### config.mk
export PLATFORM = sky130hd
export DESIGN_NAME = prog_fetch
export DESIGN_NICKNAME = d
export VERILOG_FILES = /design/src/rtl/prog_fetch.sv
export SDC_FILE = /design/constraint.sdc
export NUM_CORES = 1
export LEC_CHECK = 0
export BUFFER_PORTS_ARGS = -buffer_cell sky130_fd_sc_hd__buf_2
export CORE_MARGIN = 1.5
export CORE_UTILIZATION = 54
export CTS_CLUSTER_DIAMETER = 150
export CTS_CLUSTER_SIZE = 40
export DETAILED_ROUTE_END_ITERATION = 8
export PLACE_DENSITY = 0.84
export SLEW_MARGIN = 20
export SYNTH_ARGS = -nofsm -noshare
export SYNTH_HDL_FRONTEND = slang
export SYNTH_SLANG_ARGS = --single-unit
### constraint.sdc
create_clock -name clk -period 2.45 [get_ports clk]
set_input_delay 0.735 -clock clk [delete_from_list [all_inputs] [get_ports clk]]
set_output_delay 0.735 -clock clk [all_outputs]
set_load 0.01 [all_outputs]
### src/rtl/prog_fetch.sv
// prog_fetch: program counter and instruction fetch stage.
//   Fetches two bytes per instruction from a byte-wide combinational ROM.
//   The opcode is at the even byte and the operand is at the odd byte.
//   The two bytes are assembled into {opcode, operand* and passed to the
//   decoder through a one-entry valid/ready output register.
//   A jump from the execute side reloads the PC and flushes any partial or
//   held word.
//
// Ports:
//   clk         system clock, rising edge
//   nReset      synchronous active-low reset
//   rom_addr    ROM byte address = {pc, phase}
//   rom_data    ROM byte for rom_addr, same cycle
//   inst_word   assembled instruction {opcode, operand}
//   inst_pc     word address of inst_word
//   inst_valid  inst_word/inst_pc hold an unconsumed instruction
//   inst_ready  decoder accepts (transfer on inst_valid & inst_ready)
//   jump_en     load PC from jump_addr (single-cycle pulse)
//   jump_addr   jump target, word address
//
// state    | meaning
// FETCH_HI | rom_addr points at the opcode byte; capture it into hi_byte
// FETCH_LO | rom_addr points at the operand byte; load output slot when free
module prog_fetch #(
  parameter int ADDR_W = 8,
  parameter logic [ADDR_W-2:0] RESET_VEC = '0
) (
  input  logic              clk,
  input  logic              nReset,
  output logic [ADDR_W-1:0] rom_addr,
  input  logic [7:0]        rom_data,
  output logic [15:0]       inst_word,
  output logic [ADDR_W-2:0] inst_pc,
  output logic              inst_valid,
  input  logic              inst_ready,
  input  logic              jump_en,
  input  logic [ADDR_W-2:0] jump_addr
);

  typedef enum logic {
    FETCH_HI = 1'b0,
    FETCH_LO = 1'b1
  } state_t;

  state_t            state, state_nxt;
  logic [ADDR_W-2:0] pc, pc_nxt;
  logic [7:0]        hi_byte, hi_byte_nxt;
  logic [15:0]       inst_word_nxt;
  logic [ADDR_W-2:0] inst_pc_nxt;
  logic              inst_valid_nxt;
  logic              slot_free;

  assign rom_addr  = {pc, (state == FETCH_LO)};
  assign slot_free = !inst_valid || inst_ready;

  always_ff @(posedge clk) begin
    if (!nReset) begin
      state      <= FETCH_HI;
      pc         <= RESET_VEC;
      hi_byte    <= 8'h00;
      inst_word  <= 16'h0000;
      inst_pc    <= '0;
      inst_valid <= 1'b0;
    end else begin
      state      <= state_nxt;
      pc         <= pc_nxt;
      hi_byte    <= hi_byte_nxt;
      inst_word  <= inst_word_nxt;
      inst_pc    <= inst_pc_nxt;
      inst_valid <= inst_valid_nxt;
    end
  end

  always_comb begin
    state_nxt      = state;
    pc_nxt         = pc;
    hi_byte_nxt    = hi_byte;
    inst_word_nxt  = inst_word;
    inst_pc_nxt    = inst_pc;
    inst_valid_nxt = inst_valid;

    // A transfer empties the slot unless a new word is loaded below.
    if (inst_valid && inst_ready) begin
      inst_valid_nxt = 1'b0;
    end

    if (jump_en) begin
      // Jump beats fetch and stall. A same-cycle transfer has already been
      // taken by the decoder. The held word and hi_byte are discarded.
      pc_nxt         = jump_addr;
      state_nxt      = FETCH_HI;
      inst_valid_nxt = 1'b0;
    end else begin
      unique case (state)
        FETCH_HI: begin
          hi_byte_nxt = rom_data;
          state_nxt   = FETCH_LO;
        end
        FETCH_LO: begin
          if (slot_free) begin
            inst_word_nxt  = {hi_byte, rom_data};
            inst_pc_nxt    = pc;
            inst_valid_nxt = 1'b1;
            pc_nxt         = pc + 1'b1;
            state_nxt      = FETCH_HI;
          end
        end
        default: state_nxt = FETCH_HI;
      endcase
    end
  end

endmodule
# ---- Yosys cells after proc, flatten, opt, wreduce, memory -nomap -nowiden
# Cells that the tools add are included.
dict set report word_totals {
  ff_bits 40
  output_inout_bits 32
  wordCells 27
}
dict set report classes {
  add_sub_neg 1
  muxes 8
  bitwise 3
  reduce_logical 9
}
# op count
set ops {}
lappend ops {{7-bit 2-to-1 mux} 3}
lappend ops {{7-bit by 1-bit adder with 7-bit output, second input constant} 1}
lappend ops {{1-bit 2-to-1 mux} 4}
lappend ops {{2-bit AND reduction} 2}
lappend ops {{2-bit nonzero test} 2}
lappend ops {{1-bit NOT} 3}
lappend ops {{3-bit AND reduction} 1}
lappend ops {{1-bit case mux with 2 select lines} 1}
lappend ops {{2-bit OR reduction} 1}
lappend ops {{1-bit logical AND} 1}
lappend ops {{1-bit logical NOT} 1}
lappend ops {{1-bit logical OR} 1}

# ---- Logic depth before layout (Yosys ltp)
# Gate-level depths: netlist (run 1).
dict set report logic_depth {
  word_depth 5
  depth_mapped 5
  ltp_nobuf 4
}

# ---- Worst setup path before layout (run 1)
# Ideal clock, no wire load.
dict set report synth_timing {
  path_kind {input to register}
  startpoint {input port jump_en}
  endpoint {register inst_pc[6]}
  setup_time_ps 70
  arrival_ps 1481
  slack_ps 898
  cell_stages 5
  n_path_buf 2
  cell_sequence {buf_2 -> clkinv_1 -> clkbuf_1 -> nand4_1 -> a21oi_1}
}
dict set report synth_between {
  elab_chain_cells 2
}
# element line_no
set synth_rtl {}
lappend synth_rtl {{from (decl)} 36} ;# input logic jump_en,
lappend synth_rtl {{1-bit NOT (no line)} n/a}
lappend synth_rtl {{3-bit AND reduction (no line)} n/a}
lappend synth_rtl {{to (signal assigned)} 69} ;# inst_pc <= inst_pc_nxt;
lappend synth_rtl {{to (decl)} 33} ;# output logic [ADDR_W-2:0] inst_pc,
# Every way passes these cells.
# A chain may end at the register's enable or synchronous reset.

# ---- Worst setup path in the final report (run 1)
dict set report layout_timing {
  startpoint {register state}
  endpoint {register inst_pc[0]}
}
dict set report layout_between {
  elab_chain_cells 1
}
# element line_no
set layout_rtl {}
lappend layout_rtl {{from (decl)} 45} ;# state_t state, state_nxt;
lappend layout_rtl {{from (signal assigned)} 65} ;# state <= state_nxt;
lappend layout_rtl {{3-bit AND reduction (no line)} n/a}
# Every way passes these cells.

==> run metrics, run 1 <==
CTS tree=yes; Post-CTS Setup Inserts=0; Yosys reg bits=40; cell taking the most area after synthesis=dfxtp_1; I/O pin count=between 50 and 60; Mapped Avg Cell Area=between 8 and 9 um^2; H-Tree Depth=2; Final min period=1.97 ns; Synth Net Count=220; GPL Wtd Cong=roughly 0.81; Synth cell types=27; Post-synth ARST share=0; Rel. slew slack=0.509; flop-to-flop setup slack=about 0.48 ns; Post-synth EDFFs=0; drt first pass iters=4; reg-to-reg endpoint=inst_pc[0]; number of global-route vias before repair=between 1500 and 2000; Rows=20; Final Skew=around 0.007 ns; Min-Delay Path Class=flip-flop to flip-flop; setup TNS=0 ns; worst r2r src=state; fin cells=285; Worst Setup Path Type=flip-flop to flip-flop; dpl cells=roughly 280; PortBufs=50; Leak=approximately 0.80 nW; commonest non-fill, non-tap cell in the layout=buf_2; Layout fillers=267; total of max-cap violations=0; mapped cell area=around 0.0017 mm^2; critical path startpoint=state; diodes inserted=0; top post-synthesis cells by area=dfxtp_1 (47%), o31ai_1 (11%), a21oi_1 (9.6%), nand4_1 (9.5%), o21ai_0 (4.7%); Final #Nets=260; final WL=between 4000 and 5000 um; largest net degree at the start of global routing=36; worst-path fanout max=26; Final HPWL DP=between 2000 and 3000 um; initial core utilization=0.567; DR WL met3=approximately 320 um; initial antenna violation count=0; FMAX=approximately 510 MHz; Area growth, synth to finish=18.6%; root cell of the clock tree=clkbuf_4; Yosys Warn Count=0; Met1 Wirelength=~1800 um; Synth Flop Type=dfxtp_1; die height=59.4 um; CTS Hold Bufs=0; final slew viol count=0; VDD IR max=between 300 and 400 uV; DRT iter0 DRCs=between 100 and 150; Tightest Pin Transition=about 0.73 ns; DR top layer=met4; share of the synthesized area in the top cell type=0.466; outcome=finished clean; hold slack=approximately 0.47 ns; cts bufs inserted=5; vias=roughly 1800; Post-Syn Instances=200; clock sink count=40; met2 wire len=~2000 um; clk slew on worst S/H paths=0.12 ns; CP Capture Type=flip-flop; CTS max path bufs=2; full die area=0.00353 mm^2; CP required=about 2.7 ns; power per cell area=623 mW/mm^2; Worst Setup EP=inst_pc[0]; Core ar.=slightly above 0.003 mm^2; Power, Total=between 0.001 and 0.0015 W; CTS-repair resized insts=0; RSZ-0062 raised after global routing=false; period utilization=0.803; die width=just under 60 um; Worst EP arrival=about 2.2 ns; R2R cell count=3; Skew-Pair Late Insertion Delay=roughly 0.35 ns; Post-DRT Antenna Nets=0; final number of hold-violating endpoints=0; sequential share of the synthesized area=0.466; DRC=0; most frequent cells in the layout=buf_2 (50), dfxtp_1 (40), a21oi_1 (33), nand4_1 (26), o31ai_1 (26); GRT overflow=0; CP Launch Type=flip-flop; GRT Total Usage=0.251; share of cells above drive strength 1=0.266; Setup violations, final=0; Vias/cell=approximately 6.2; first-pass GRT wire length=6790 um; Routed wire per std cell=around 15 um
through the flow:
step / utilization / instance area, um^2 / setup slack [ns]
final: 0.673 / 2040 / 0.484
after detailed placement: 0.648 / 1960 / 0.515
after global placement: 0.648 / 1960 / 0.592
after CTS: 0.673 / 2040 / 0.495
after global routing: 0.673 / 2040 / 0.195
after floorplan: - / 1720 / 0.898
registers in the layout, indices dropped and copies added, names as in the netlist:
name and count:
inst_word 16, hi_byte 8, inst_pc 7, pc 7, inst_valid 1, state 1
Yosys cell counts, drive strengths merged, types with 2 or more instances:
cell type	number
clkbuf	9
a31oi	5
buf	14
o21ai	16
nand2b	2
nor2b	2
a21oi	33
nand2	11
dfxtp	40
or4	3
clkinv	2
o31ai	26
nand4	26
worst min-delay path by stage:
stage / start / end / depth (start not counted)
global route: inst_word[6] / inst_word[6] / 2
global placement: hi_byte[6] / inst_word[14] / 2
finish: inst_pc[4] / inst_pc[4] / 2
CTS: inst_pc[4] / inst_pc[4] / 2
detailed placement: hi_byte[5] / inst_word[13] / 2
floorplan: hi_byte[6] / inst_word[14] / 2
routing by layer:
| metal | GRT usage | up-vias |
|---|---|---|
| met5 | 0 | - |
| met4 | 0.0909 | 0 |
| met3 | 0.0568 | 6 |
| met2 | 0.381 | 82 |
| met1 | 0.347 | 824 |
| li1 | - | 850 |
report_power, final:
part	total, W	internal, W	switching (W)
clock network	0.000432	0.000214	0.000218
registers	0.000698	0.000676	0.0000227
logic	0.000139	0.0000503	0.0000888
total	0.00127	0.000940	0.000330
critical path: stages, from the launching register on:
cell and delay (ns):
dfxtp_1 0.56, clkinv_1 0.69, o31ai_1 0.48, a21oi_1 0.11
layout make-up:
cell class              count  area, um^2  share of cell area
clock buffers               6        41.3              0.0203
clock inverters             2        35.0              0.0172
inverters                   3        11.3             0.00553
multi-input cells         134         798               0.392
flip-flops and latches     40         801               0.393
well taps                  44        55.1              0.0270
repair buffers             56         295               0.145
cells by family after synthesis:
kind of cell / count (synthesis) / synth area share
AOI/OAI and AO/OA: 83 / 0.290
adders and majority gates: 1 / 0.00728
buffers and inverters: 26 / 0.0692
DFF: 40 / 0.466
and+or+nand+nor: 50 / 0.168
Power figures use the tool's default switching activity.
==> run 2, diff against run 1 <==
Settings changed: CORE_UTILIZATION 54 to 45, PLACE_DENSITY 0.84 to 0.75.
Clock period 2.45 ns to 1.8 ns, I/O delays scaled along.
==> run 2 against run 1 <==
Against the previous run:
- combinational power is 47% higher
- utilization fell by 8.6 points
- total power is 54% higher
- global-route usage shrank 4.8 points
- first-iteration DRC count shrank 29%
- routed wire length up 2.6%
- sequential power grew 36%
- sequential share of layout area fell by 2.1 points
- via count is 2.3% lower
- critical path type is now flip-flop to output pin
- largest cell class unchanged
==> run metrics, run 2 (synthesis results as in run 1) <==
Post-DRT Antenna Nets=0 (unchanged); initial core utilization=0.469 (-0.0981); CTS-repair resized insts=0 (unchanged); I/O pin count=51 (unchanged); Rows=22 (+10%); CP max stage delay=0.43 ns (-0.26 ns); worst-path fanout max=10 (-62%); first-pass GRT wire length=6610 um (-2.6%); Vias/cell=5.83 (-5.6%); Area growth, synth to finish=25.1%; FMAX=about 620 MHz; share of cells above drive strength 1=0.287 (+0.0219); largest net degree at the start of global routing=36 (unchanged); CTS tree=yes; crit path cell chain=buf_4 -> buf_2; CTS max path bufs=2 (unchanged); Routed wire per std cell=14.6 um (-0.90%); Final min period=about 1.6 ns; fin cells=295 (+3.5%); Layout fillers=337 (+26%); Leak=0.860 nW (+6.9%); CP Launch Type=flip-flop; commonest non-fill, non-tap cell in the layout=buf_2; final number of hold-violating endpoints=0 (unchanged); max reg flops=16 (unchanged); die width=64.8 um (+9.1%); power per cell area=910 mW/mm^2 (+46%); setup TNS=0 ns (unchanged); most frequent cells in the layout=buf_2 (50), dfxtp_1 (40), a21oi_1 (33), nand4_1 (26), o31ai_1 (26); dpl cells=287 (+3.6%); Post-CTS Setup Inserts=0 (unchanged); Comb pwr share=0.104 (-0.006); PortBufs=50 (unchanged); number of global-route vias before repair=1396 (-7.7%); Rel. slew slack=0.741 (+0.232); full die area=0.00420 mm^2 (+19%); RSZ-0062 raised after global routing=false; H-Tree Depth=2 (unchanged); root cell of the clock tree=clkbuf_8; internal power=0.00149 W (+58%); slowest CP cell=dfxtp_1; Reg power frac=0.485 (-0.065); DRC=0 (unchanged); Core ar.=0.00366 mm^2 (+21%); Tightest Pin Transition=0.386 ns (-0.345 ns); Top reg by flops=inst_word; Final HPWL DP=2790 um (+1.5%); Final #Nets=266 (+2.3%); final slew viol count=0 (unchanged); Worst path top cell family by delay=flip-flops; clk slew on worst S/H paths=0.07 ns (-0.05 ns); Critical path buffers and inverters=2 (+1); die height=64.8 um (+9.1%); Skew-Pair Late Insertion Delay=0.30 ns (-0.05 ns); GPL Wtd Cong=0.782 (-2.9%); Setup violations, final=0 (unchanged); CP required=1.26 ns (-1.42 ns); switching power total=0.000469 W (+42%); CP Capture Type=output pin; outcome=finished clean; Clk pwr share=0.412 (+0.072); Min-Delay Path Class=flip-flop to flip-flop; Worst Setup Path Type=flip-flop to output pin; diodes inserted=0 (unchanged); vias=1721 (-2.3%); Largest regs=inst_word: 16 flops, hi_byte: 8 flops; clock sink count=40 (unchanged); Worst EP arrival=1.07 ns (-1.13 ns); GRT Total Usage=0.203 (-0.0480); GRT overflow=0 (unchanged); VDD IR max=840 uV (+150%); initial antenna violation count=0 (unchanged); DRT iter0 DRCs=91 (-29%); drt first pass iters=5 (+1); CTS Hold Bufs=0 (unchanged); period utilization=0.896; Final Skew=0.00630 ns (-0.000854 ns); Switching Fraction=0.240 (-0.0198); final WL=4300 um (+2.6%); cts bufs inserted=5 (unchanged); total of max-cap violations=0 (unchanged)
-- run 2: per-stage QoR --
stage | total power [W] | utilization | instance area, um^2 | setup slack, ns | hold slack (ns)
final | 0.00196 | 0.587 | 2150 | 0.188 | 0.471
after global routing | 0.00203 | 0.587 | 2150 | 0.155 | 0.477
after CTS | 0.00197 | 0.587 | 2150 | 0.186 | 0.472
after detailed placement | 0.00117 | 0.553 | 2020 | 0.0949 | 0.459
after global placement | 0.00117 | 0.553 | 2020 | 0.164 | 0.456
after floorplan | 0.00108 | - | 1720 | 0.428 | 0.442
-- run 2: worst reg2reg max path, delay by kind of cell, from the launching register on --
family | cells | cell delay (ns)
AND/OR/NAND/NOR | 2 | 0.61
flip-flops | 1 | 0.44
adder cells (fa/ha/maj) | 1 | 0.18
AO/OA/AOI/OAI | 1 | 0.16
-- run 2: cell type report --
class | count | area, um^2 | area share
Multi-Input combinational cell | 134 | 798 | 0.371
Clock inverter | 1 | 30.0 | 0.0140
Tap cell | 48 | 60.1 | 0.0279
Sequential cell | 40 | 801 | 0.373
Timing Repair Buffer | 62 | 353 | 0.164
Inverter | 3 | 11.3 | 0.00524
Clock buffer | 7 | 96.3 | 0.0448
-- run 2: power by group through the flow --
stage	Combinational, W	Clock [W]	Sequential, W
finish	0.000204	0.000805	0.000948
global route	0.000223	0.000852	0.000953
CTS	0.000202	0.000816	0.000947
detailed placement	0.000201	0	0.000968
global placement	0.000200	0	0.000968
floorplan	0.000111	0	0.000972
-- run 2: final timing paths --
kind	to	slack, ns	cells after the start	from
hold reg to reg	inst_pc[2]	0.47	2	inst_pc[2]
hold / removal	inst_pc[2]	0.47	2	inst_pc[2]
setup reg to reg	pc[4]	0.34	4	pc[0]
setup / recovery	rom_addr[0]	0.19	2	state
-- run 2: routing by layer --
layer | GRT usage | vias up | wire (um)
li1 | - | 852 | -
met1 | 0.283 | 798 | 2050
met2 | 0.291 | 65 | 1910
met3 | 0.0590 | 6 | 279
met4 | 0.0851 | 0 | 61
met5 | 0 | - | 0
